## config.mk

```make
export PLATFORM = sky130hd
export DESIGN_NAME = writeback_unit
export DESIGN_NICKNAME = d
export VERILOG_FILES = /design/src/rtl/lite16_pkg.sv /design/src/rtl/onehot_decoder.sv /design/src/rtl/writeback_unit.sv
export SDC_FILE = /design/constraint.sdc
export NUM_CORES = 1
export LEC_CHECK = 0
export ABC_AREA = 0
export CAP_MARGIN = 20
export CORE_MARGIN = 2
export CORE_UTILIZATION = 46
export CTS_CLUSTER_SIZE = 24
export DETAILED_ROUTE_END_ITERATION = 10
export GPL_TIMING_DRIVEN = 0
export PLACE_DENSITY = 0.79
export SKIP_LAST_GASP = 1
export SYNTH_ARGS = -nofsm -noshare
export SYNTH_HDL_FRONTEND = slang
export SYNTH_SLANG_ARGS = --single-unit
export TNS_END_PERCENT = 30
```

## constraint.sdc

```tcl
create_clock -name clk -period 1.7 [get_ports clk]
set_input_delay 0.51 -clock clk [delete_from_list [all_inputs] [get_ports clk]]
set_output_delay 0.51 -clock clk [all_outputs]
set_load 0.05 [all_outputs]
```

## src/rtl/lite16_pkg.sv

```systemverilog
// Shared LITE-16 register-file constants, the register index type and the
// write-back skid state encoding.
package lite16_pkg;

  localparam int REG_COUNT = 16;
  localparam int REG_W     = 16;
  localparam int IDX_W     = 4;

  typedef logic [IDX_W-1:0] reg_idx_t;

  localparam logic [0:0] SKID_EMPTY = 1'b0;
  localparam logic [0:0] SKID_FULL  = 1'b1;

endpackage

```

## src/rtl/onehot_decoder.sv

```systemverilog
// Index-to-one-hot decoder with enable; an all-zero output when disabled.
module onehot_decoder #(
  parameter int IDX_W = 4,
  parameter int OUT_W = 16
) (
  input  logic             en,
  input  logic [IDX_W-1:0] idx,
  output logic [OUT_W-1:0] onehot
);

  always_comb begin
    onehot = '0;
    if (en) onehot[idx] = 1'b1;
  end

endmodule

```

## src/rtl/writeback_unit.sv

```systemverilog
// LITE-16 write-back stage: arbitrates mem/ALU results onto the register-file write port and
// tracks outstanding loads. Optional bypass outputs via macro WRITEBACK_FORWARDING_EN.
module writeback_unit
  import lite16_pkg::*;
#(
  parameter int REG_COUNT = lite16_pkg::REG_COUNT,
  parameter int REG_W     = lite16_pkg::REG_W,
  parameter int IDX_W     = lite16_pkg::IDX_W
) (
  input  logic                 clk,
  input  logic                 rst,
  input  logic                 issue_valid,
  input  logic                 issue_load,
  input  logic [IDX_W-1:0]     issue_rd,
  input  logic                 alu_valid,
  input  logic [IDX_W-1:0]     alu_rd,
  input  logic [REG_W-1:0]     alu_data,
  output logic                 alu_ready,
  input  logic                 mem_valid,
  input  logic [IDX_W-1:0]     mem_rd,
  input  logic [REG_W-1:0]     mem_data,
  output logic [REG_W-1:0]     wr_data,
  output logic [REG_COUNT-1:0] wr_en,
  output logic [REG_COUNT-1:0] pending,
  output logic                 busy,
  output logic                 err
`ifdef WRITEBACK_FORWARDING_EN
  ,
  output logic                 fwd_valid,
  output logic [IDX_W-1:0]     fwd_rd,
  output logic [REG_W-1:0]     fwd_data
`endif
);

  logic [0:0]           state_q, state_d;
  logic [IDX_W-1:0]     skid_rd_q, skid_rd_d;
  logic [REG_W-1:0]     skid_data_q, skid_data_d;
  logic [REG_W-1:0]     wr_data_q;
  logic [REG_COUNT-1:0] wr_en_q;
  logic [REG_COUNT-1:0] pending_q, pending_d;
  logic                 err_q, err_d;

  logic                 alu_acc;
  logic                 sel_valid;
  logic [IDX_W-1:0]     sel_rd;
  logic [REG_W-1:0]     sel_data;
  logic [REG_COUNT-1:0] sel_onehot;

  assign alu_ready = (state_q == SKID_EMPTY);
  assign alu_acc   = alu_valid && alu_ready;

  // Memory always wins; a colliding ALU result parks in the skid and drains next free cycle.
  always_comb begin
    state_d     = state_q;
    skid_rd_d   = skid_rd_q;
    skid_data_d = skid_data_q;
    sel_valid   = 1'b0;
    sel_rd      = '0;
    sel_data    = '0;
    if (mem_valid) begin
      sel_valid = 1'b1;
      sel_rd    = mem_rd;
      sel_data  = mem_data;
      if (alu_acc) begin
        skid_rd_d   = alu_rd;
        skid_data_d = alu_data;
        state_d     = SKID_FULL;
      end
    end else if (state_q == SKID_FULL) begin
      sel_valid = 1'b1;
      sel_rd    = skid_rd_q;
      sel_data  = skid_data_q;
      state_d   = SKID_EMPTY;
    end else if (alu_acc) begin
      sel_valid = 1'b1;
      sel_rd    = alu_rd;
      sel_data  = alu_data;
    end
  end

  onehot_decoder #(
    .IDX_W(IDX_W),
    .OUT_W(REG_COUNT)
  ) u_wr_dec (
    .en    (sel_valid),
    .idx   (sel_rd),
    .onehot(sel_onehot)
  );

  // Clear before set so an issue and a return to the same register leave it pending.
  always_comb begin
    pending_d = pending_q;
    if (mem_valid) pending_d[mem_rd] = 1'b0;
    if (issue_valid && issue_load) pending_d[issue_rd] = 1'b1;
    err_d = err_q | (mem_valid & ~pending_q[mem_rd]);
  end

  always_ff @(posedge clk) begin
    if (rst) begin
      state_q     <= SKID_EMPTY;
      skid_rd_q   <= '0;
      skid_data_q <= '0;
      wr_en_q     <= '0;
      wr_data_q   <= '0;
      pending_q   <= '0;
      err_q       <= 1'b0;
    end else begin
      state_q     <= state_d;
      skid_rd_q   <= skid_rd_d;
      skid_data_q <= skid_data_d;
      wr_en_q     <= sel_onehot;
      if (sel_valid) wr_data_q <= sel_data;
      pending_q   <= pending_d;
      err_q       <= err_d;
    end
  end

  assign wr_en   = wr_en_q;
  assign wr_data = wr_data_q;
  assign pending = pending_q;
  assign err     = err_q;
  assign busy    = (state_q == SKID_FULL) || (|pending_q);

`ifdef WRITEBACK_FORWARDING_EN
  assign fwd_valid = sel_valid;
  assign fwd_rd    = sel_rd;
  assign fwd_data  = sel_data;
`endif

endmodule

```

==> results.md, run 1 <==
- Critical path class: register to output pin
- # port buffers: a little under 100
- Clock network fraction of total power: 0.319
- Nets@finish: 553
- DR iter-0 viols: 192
- Drc violations: 0
- Synth Cell Area: around 3000 um^2
- Fin crit period: 2.24 ns
- Vias per inst: approximately 5.4
- RSZ-0062 raised after global routing: yes
- Finished layout cell area: approximately 4500 um^2
- CTS tree: built
- Synth-to-Final Area Change: 47.1%
- Switching Share: 0.313
- Share of cells above drive strength 1: 0.177
- FMAX: about 450 MHz
- Seq pwr share: 0.473
- Final setup viols: 4
- Clk pin slew, worst setup/hold paths: approximately 0.07 ns
- RePlAce Congestion: 0.873
- Number of buffers and inverters on the critical path: 1
- Final slew viol count: 0
- Clock Sinks: 70
- Drt total wl: 9060 um
- Layout Skew: 0.00698 ns
- Setup WS post-layout: -0.543 ns
- Initial antenna violation count: 0
- Final Hold Viols: 0
- Final Instance Count excl. Fillers: 585
- Failing checks: negative setup slack
- Unique masters post-synth: 34
- Vias in the first global route: 3025
- VDD IR max: 0.000613 V
- Clock Latency Late Sink: 0.36 ns
- Static leakage: about 2 nW
- Worst min path class: register to register
- CP peak stage delay: 0.44 ns
- # hold bufs at CTS: 0
- HPWL Detailed: 6540 um
- Slowest CP cell: or4_4
- Core Box Area: 6350 um^2
- Gate power share: 0.208
- CP required: around 1.2 ns
- FF+latch count, synth: 70
- CTS Buffer Depth: 2
- Worst setup EP type: output pin
- All-Layer GR Usage: 0.252
- Initial Utilization: 0.478
- P_sw: ~1.2 mW
- Worst Path Arrival: 1.73 ns
- Cells after DPL: 567
- Mapped Cells: ~400
- Drt wl/cell: 15.5 um
- Die area: 7260 um^2
- Final period utilization: 1.32
- Int Pwr: 2.52 mW
- Drt first pass iters: 5
- Register area share after synthesis: 0.462
- CTS buffer count: 9
- Avg Inst Size Synth: 7.74 um^2
- Critical path's top delay family: simple AND/OR/NAND/NOR gates
- FP Rows: 29
- Power density cells: 823 nW/um^2
- Remaining antenna violation count: 0
- Via count: roughly 3200
- Post-Syn Nets: 442
- First-pass GRT wire length: 14400 um
- Post-DP Area: just over 4000 um^2
- Hold_ws: ~0.46 ns
- Outcome: finished, violations left
- Worst-path fanout max: 2
- Maximum number of pins on one net before global-route repair: 13
- Cell breakdown of the critical path: nor4_4 > nand4_1 > or4_4 > buf_8
- Startpoint types: register
- Slew margin rel.: 0.655
- Io pins: 101
- DIE HEIGHT: 85.2 um
- H-tree depth: 3
- Max-cap violations: 0
- Clk root buf: clkbuf_8
- DIE WIDTH: 85.2 um
- Yosys warns: 0
- Grt total ovfl: 0
- Worst slew pin tran: roughly 0.52 ns
- N_diodes: 0
[cells by family (layout without fill, tap and decap cells)]
| logic type | after synthesis | count (layout) | synth area share |
|---|---|---|---|
| buffers and inverters | 44 | 160 | 0.0614 |
| muxes | 13 | 13 | 0.0474 |
| AOI/OAI and AO/OA | 95 | 95 | 0.186 |
| DFF | 70 | 70 | 0.462 |
| and+or+nand+nor | 170 | 170 | 0.243 |
[metal layers]
layer,global-route usage,part of all wire,vias to the layer above
met5,0,0,-
met4,0.0952,0.015,0
met3,0.0623,0.073,13
met2,0.411,0.48,122
met1,0.321,0.43,1466
li1,-,-,1563
[registers in the layout, indices dropped and copies added (netlist names)]
name         count
err              1
pending         16
skid_data_q     16
skid_rd_q        4
state_q          1
wr_data         16
wr_en           16
[final cells by class]
type / instances / area (um^2)
Clock buffer: 9 / 124
Timing Repair Buffer: 100 / 1070
Fill cell: 494 / 1890
Clock inverter: 7 / 41.3
Multi-Input combinational cell: 278 / 1520
Inverter: 19 / 71.3
Sequential cell: 70 / 1420
Buffer: 25 / 125
Tap cell: 77 / 96.3
[power groups by stage]
stage,registers [mW],logic [mW],clock network (mW)
global placement,1.78,0.737,0
floorplan,1.93,0.293,0
CTS,1.74,0.750,1.17
global route,1.75,0.815,1.25
finish,1.74,0.763,1.17
detailed placement,1.78,0.750,0
[path summary, 6_finish.rpt]
check | from | end | slack, ns | cells past startpoint
worst max-delay path | pending[12] | busy | -0.54 | 4
worst min-delay path | skid_data_q[12] | skid_data_q[12] | 0.46 | 2
worst max register to register | state_q | wr_data[5] | 0.17 | 7
worst min register to register | skid_data_q[12] | skid_data_q[12] | 0.46 | 2
[worst min-delay path, stage by stage (launching register included)]
cell and delay [ns]:
dfxtp_1 0.31, nand2_1 0.05, a21oi_1 0.05
[metrics by stage]
| step | util | worst slack [ns] | TNS [ns] | power [mW] |
|---|---|---|---|---|
| global placement | 0.650 | -0.827 | -26.93 | 2.51 |
| global route | 0.703 | -0.582 | -0.938 | 3.81 |
| floorplan | - | -0.128 | -0.128 | 2.22 |
| finish | 0.703 | -0.543 | -0.602 | 3.67 |
| CTS | 0.688 | -0.538 | -9.43 | 3.66 |
| detailed placement | 0.650 | -0.832 | -30.59 | 2.53 |
[layout by cell type (no fill, tap or decap), types with 2 or more instances in the layout]
| cell | count |
|---|---|
| a21oi_1 | 50 |
| nand3b_1 | 4 |
| clkdlybuf4s15_2 | 26 |
| clkdlybuf4s50_1 | 43 |
| clkbuf_2 | 3 |
| clkbuf_8 | 9 |
| nand2_1 | 68 |
| buf_6 | 2 |
| inv_1 | 19 |
| a221oi_1 | 13 |
| nor4_2 | 2 |
| nor3_1 | 18 |
| buf_4 | 2 |
| a31o_2 | 3 |
| clkinv_2 | 5 |
| mux2i_1 | 11 |
| clkbuf_1 | 10 |
| clkdlybuf4s15_1 | 5 |
| nand3_1 | 7 |
| buf_2 | 12 |
| a31oi_2 | 2 |
| nor2b_1 | 5 |
| dlymetal6s2s_1 | 20 |
| o21ai_0 | 19 |
| nor2_1 | 52 |
| or3_1 | 2 |
| o31ai_1 | 2 |
| dfxtp_2 | 10 |
| nand3_2 | 2 |
| dfxtp_1 | 59 |
[synthesized netlist by cell type, drive strengths merged]
master,instances,area share
dfxtp,70,0.46
nand2,69,0.085
nor2,52,0.064
a21oi,50,0.082
inv,19,0.023
o21ai,19,0.031
nor3,18,0.030
a221oi,13,0.038
clkbuf,13,0.016
buf,12,0.022
mux2i,11,0.036
nand3,9,0.015
nor2b,5,0.010
nand3b,4,0.0099
a31o,3,0.0087
a31oi,3,0.0062
nor4,3,0.0062
o31ai,2,0.0049
or3,2,0.0041
or4,2,0.0049
a2111oi,1,0.0049
a21o,1,0.0025
a311oi,1,0.0029
and2b,1,0.0025
and3,1,0.0021
mux2,1,0.0037
mux4,1,0.0074
nand2b,1,0.0021
nand4,1,0.0021
o22ai,1,0.0021
o32ai,1,0.0029
or2,1,0.0021
or2b,1,0.0029
[timing repair]
action	4_1_cts	5_1_grt
setup endpoints to repair	117	92
pin swaps	3	2
gates resized for setup	112	35
buffers inserted	2	0
Note: power is estimated with default switching activity, not from simulation.
==> run 2, diff against run 1 <==
--- a/config.mk
+++ b/config.mk
@@ -8,11 +8,11 @@
 export ABC_AREA = 0
 export CAP_MARGIN = 20
 export CORE_MARGIN = 2
-export CORE_UTILIZATION = 46
+export CORE_UTILIZATION = 45
 export CTS_CLUSTER_SIZE = 24
 export DETAILED_ROUTE_END_ITERATION = 10
 export GPL_TIMING_DRIVEN = 0
-export PLACE_DENSITY = 0.79
+export PLACE_DENSITY = 0.78
 export SKIP_LAST_GASP = 1
 export SYNTH_ARGS = -nofsm -noshare
 export SYNTH_HDL_FRONTEND = slang
==> run 2 against run 1 <==
  * The flow still finishes with violations (negative setup slack)
  * Maximum frequency is 2.1% higher
  * Final area grew 1.6%
  * Clock skew shrank 0.0012 ns
  * Count of clock-buffer cells in the layout is the same
  * Sequential power is essentially flat
  * Register-to-register slack gained 0.05 ns
  * Die area increased by 2.1%
  * First-iteration DRC count rose by 8.9%
==> results.md, run 2 (synthesized netlist as in run 1, its figures left out) <==
- Reg2reg path depth: 6 (-1)
- Final period utilization: 1.29 (-0.0277)
- Clock Latency Late Sink: 0.34 ns (-0.02 ns)
- Worst flop-to-flop path endpoint: wr_data[12]
- Footprint of the multi-input gates: 1510 um^2 (-0.74%)
- Most frequent cells in the layout: nand2_1 (69), dfxtp_1 (58), nor2_1 (52)
- Worst setup EP type: output pin
- Drt first pass iters: 4 (-1)
- # port buffers: 98 (unchanged)
- Register area: 1420 um^2 (+0.26%)
- Initial antenna violation count: 0 (unchanged)
- CP required: 1.19 ns (about the same)
- Remaining antenna violation count: 0 (unchanged)
- Worst slew pin tran: 0.536 ns (+0.0185 ns)
- Setup WS post-layout: -0.496 ns (+0.0471 ns)
- Drt total wl: 9510 um (+5.0%)
- Synth-to-Final Area Change: 49.5%
- Fillers: 539 (+9.1%)
- Switching Share: 0.293 (-0.0204)
- Layout Skew: 0.00579 ns (-0.00120 ns)
- Outcome: finished, violations left
- Via count: 3229 (+2.1%)
- Clk root buf: clkbuf_8
- All-Layer GR Usage: 0.259 (+0.00742)
- FP Rows: 29 (unchanged)
- Io pins: 101 (unchanged)
- CTS tree: built
- Core Box Area: 6420 um^2 (+1.1%)
- CP peak stage delay: 0.44 ns (about the same)
- Final Hold Viols: 0 (unchanged)
- TNS Setup: -0.705 ns (-0.102 ns)
- Clock network fraction of total power: 0.375 (+0.056)
- Commonest non-fill, non-tap cell in the layout: nand2_1
- P_sw: 1.17 mW (+1.9%)
- Nets@finish: 555 (+0.36%)
- Failing checks: negative setup slack
- Number of buffers and inverters on the critical path: 1 (unchanged)
- Cells after DPL: 567 (unchanged)
- Final setup viols: 7 (+3)
- VDD IR max: 0.000431 V (-30%)
- Worst Hold Endpoint: skid_data_q[13]
- Grt total ovfl: 0 (unchanged)
- RePlAce Congestion: 0.883 (+1.1%)
- Final Instance Count excl. Fillers: 587 (+0.34%)
- Hold path cells: 2 (unchanged)
- FMAX: 455 MHz (+2.1%)
- Startpoint types: register
- Maximum number of pins on one net before global-route repair: 14 (+1)
- Die area: 7420 um^2 (+2.1%)
- Int Pwr: 2.83 mW (+12%)
- Cell breakdown of the critical path: nor4_4 > nand4_1 > or4_4 > buf_8
- R2R Path Start: state_q
- Share of cells above drive strength 1: 0.165 (-0.0125)
- Power density cells: 882 nW/um^2 (+7.2%)
- N_diodes: 0 (unchanged)
- Slowest CP cell: or4_4
- CTS buffer count: 9 (unchanged)
- Drt wl/cell: 16.2 um (+4.6%)
- Clock Sinks: 70 (unchanged)
- Vias in the first global route: 3159 (+4.4%)
- Critical path class: register to output pin
- Clk pin slew, worst setup/hold paths: 0.08 ns (about the same)
- Vias per inst: 5.50 (+1.7%)
- DIE HEIGHT: 86.1 um (+1.1%)
- Min-Delay Startpoint: skid_data_q[13]
- Worst min path class: register to register
- RSZ-0062 raised after global routing: yes
- CTS Buffer Depth: 2 (unchanged)
- HPWL Detailed: 6700 um (+2.4%)
- Worst-path fanout max: 2 (unchanged)
- Fin crit period: 2.20 ns (-0.0471 ns)
- Gate power share: 0.190 (-0.018)
- Worst Path Arrival: 1.69 ns (-0.04 ns)
- H-tree depth: 3 (unchanged)
- Max-cap violations: 0 (unchanged)
- Initial Utilization: 0.473 (-0.00540)
- DIE WIDTH: 86.1 um (+1.1%)
- Reg2Reg Setup Slack: 0.22 ns (+0.05 ns)
- First-pass GRT wire length: 15100 um (+5.3%)
- Final slew viol count: 0 (unchanged)
- Static leakage: 2.02 nW (+2.2%)
- Slew margin rel.: 0.640 (-0.0145)
- DR iter-0 viols: 209 (+8.9%)
- Critical path's top delay family: simple AND/OR/NAND/NOR gates
- Drc violations: 0 (unchanged)
- Seq pwr share: 0.435 (-0.038)
- Design Power: 4.00 mW (+9.0%)
[run 2: cell count changes in the layout (fill, tap and decap cells not counted), moves of 2 or more]
cell / before / now
nand3_2: 2 / 0
clkdlybuf4s15_2: 26 / 20
nor4_2: 2 / 0
clkbuf_2: 3 / 5
nand3_1: 7 / 9
clkdlybuf4s15_1: 5 / 12
bufinv_16: 0 / 2
clkbuf_1: 10 / 7
buf_4: 2 / 5
clkinv_2: 5 / 0
clkinvlp_4: 1 / 4
buf_2: 12 / 10
nor4_4: 1 / 3
[run 2: final cells by class]
class | count | share of cell area
Multi-Input combinational cell | 278 | 0.332
Inverter | 19 | 0.0157
Timing Repair Buffer | 103 | 0.242
Clock buffer | 9 | 0.0273
Sequential cell | 70 | 0.313
Buffer | 24 | 0.0273
Tap cell | 77 | 0.0212
Clock inverter | 7 | 0.0218
[run 2: through the flow]
step,hold slack (ns),util,area (um^2),setup WS (ns)
after floorplan,0.436,-,3050,-0.128
after global placement,0.442,0.643,4130,-0.847
after detailed placement,0.446,0.643,4130,-0.853
after CTS,0.457,0.688,4420,-0.506
after global routing,0.472,0.706,4540,-0.542
final,0.456,0.706,4540,-0.496
[run 2: power by group through the flow]
stage               combinational, mW  clock (mW)  sequential, mW
global route                    0.810        1.57            1.75
CTS                             0.747        1.49            1.74
global placement                0.737           0            1.78
detailed placement              0.750           0            1.78
finish                          0.760        1.50            1.74
floorplan                       0.293           0            1.93
[run 2: what timing repair did]
| action | CTS | global route |
|---|---|---|
| resized for setup | 98 | 43 |
| hold buffers | 0 | 0 |
| buffers inserted | 3 | 2 |
| gates cloned | 0 | 0 |
| setup endpoints to repair | 117 | 102 |
| pin swaps | 3 | 3 |
[run 2: routing by layer]
layer  GRT usage  wire length, um
met5           0                0
met3      0.0385              586
met2       0.436             4730
met4       0.118              163
met1       0.327             4030
[run 2: worst register-to-register path: stages, from the launching register on]
cell and delay (ns):
dfxtp_2 0.42, buf_2 0.25, nor2_1 0.09, nand2_1 0.16, buf_2 0.24, nor2_1 0.06, nor3_1 0.17
[run 2: how the worst max path moves through the flow]
stage	end	startpoint	cells past startpoint	slack [ns]
after floorplan	busy	pending[6]	3	-0.13
after global placement	busy	state_q	5	-0.85
after detailed placement	busy	state_q	5	-0.85
after CTS	busy	pending[10]	4	-0.51
after global routing	busy	pending[6]	4	-0.54
final	busy	pending[12]	4	-0.50
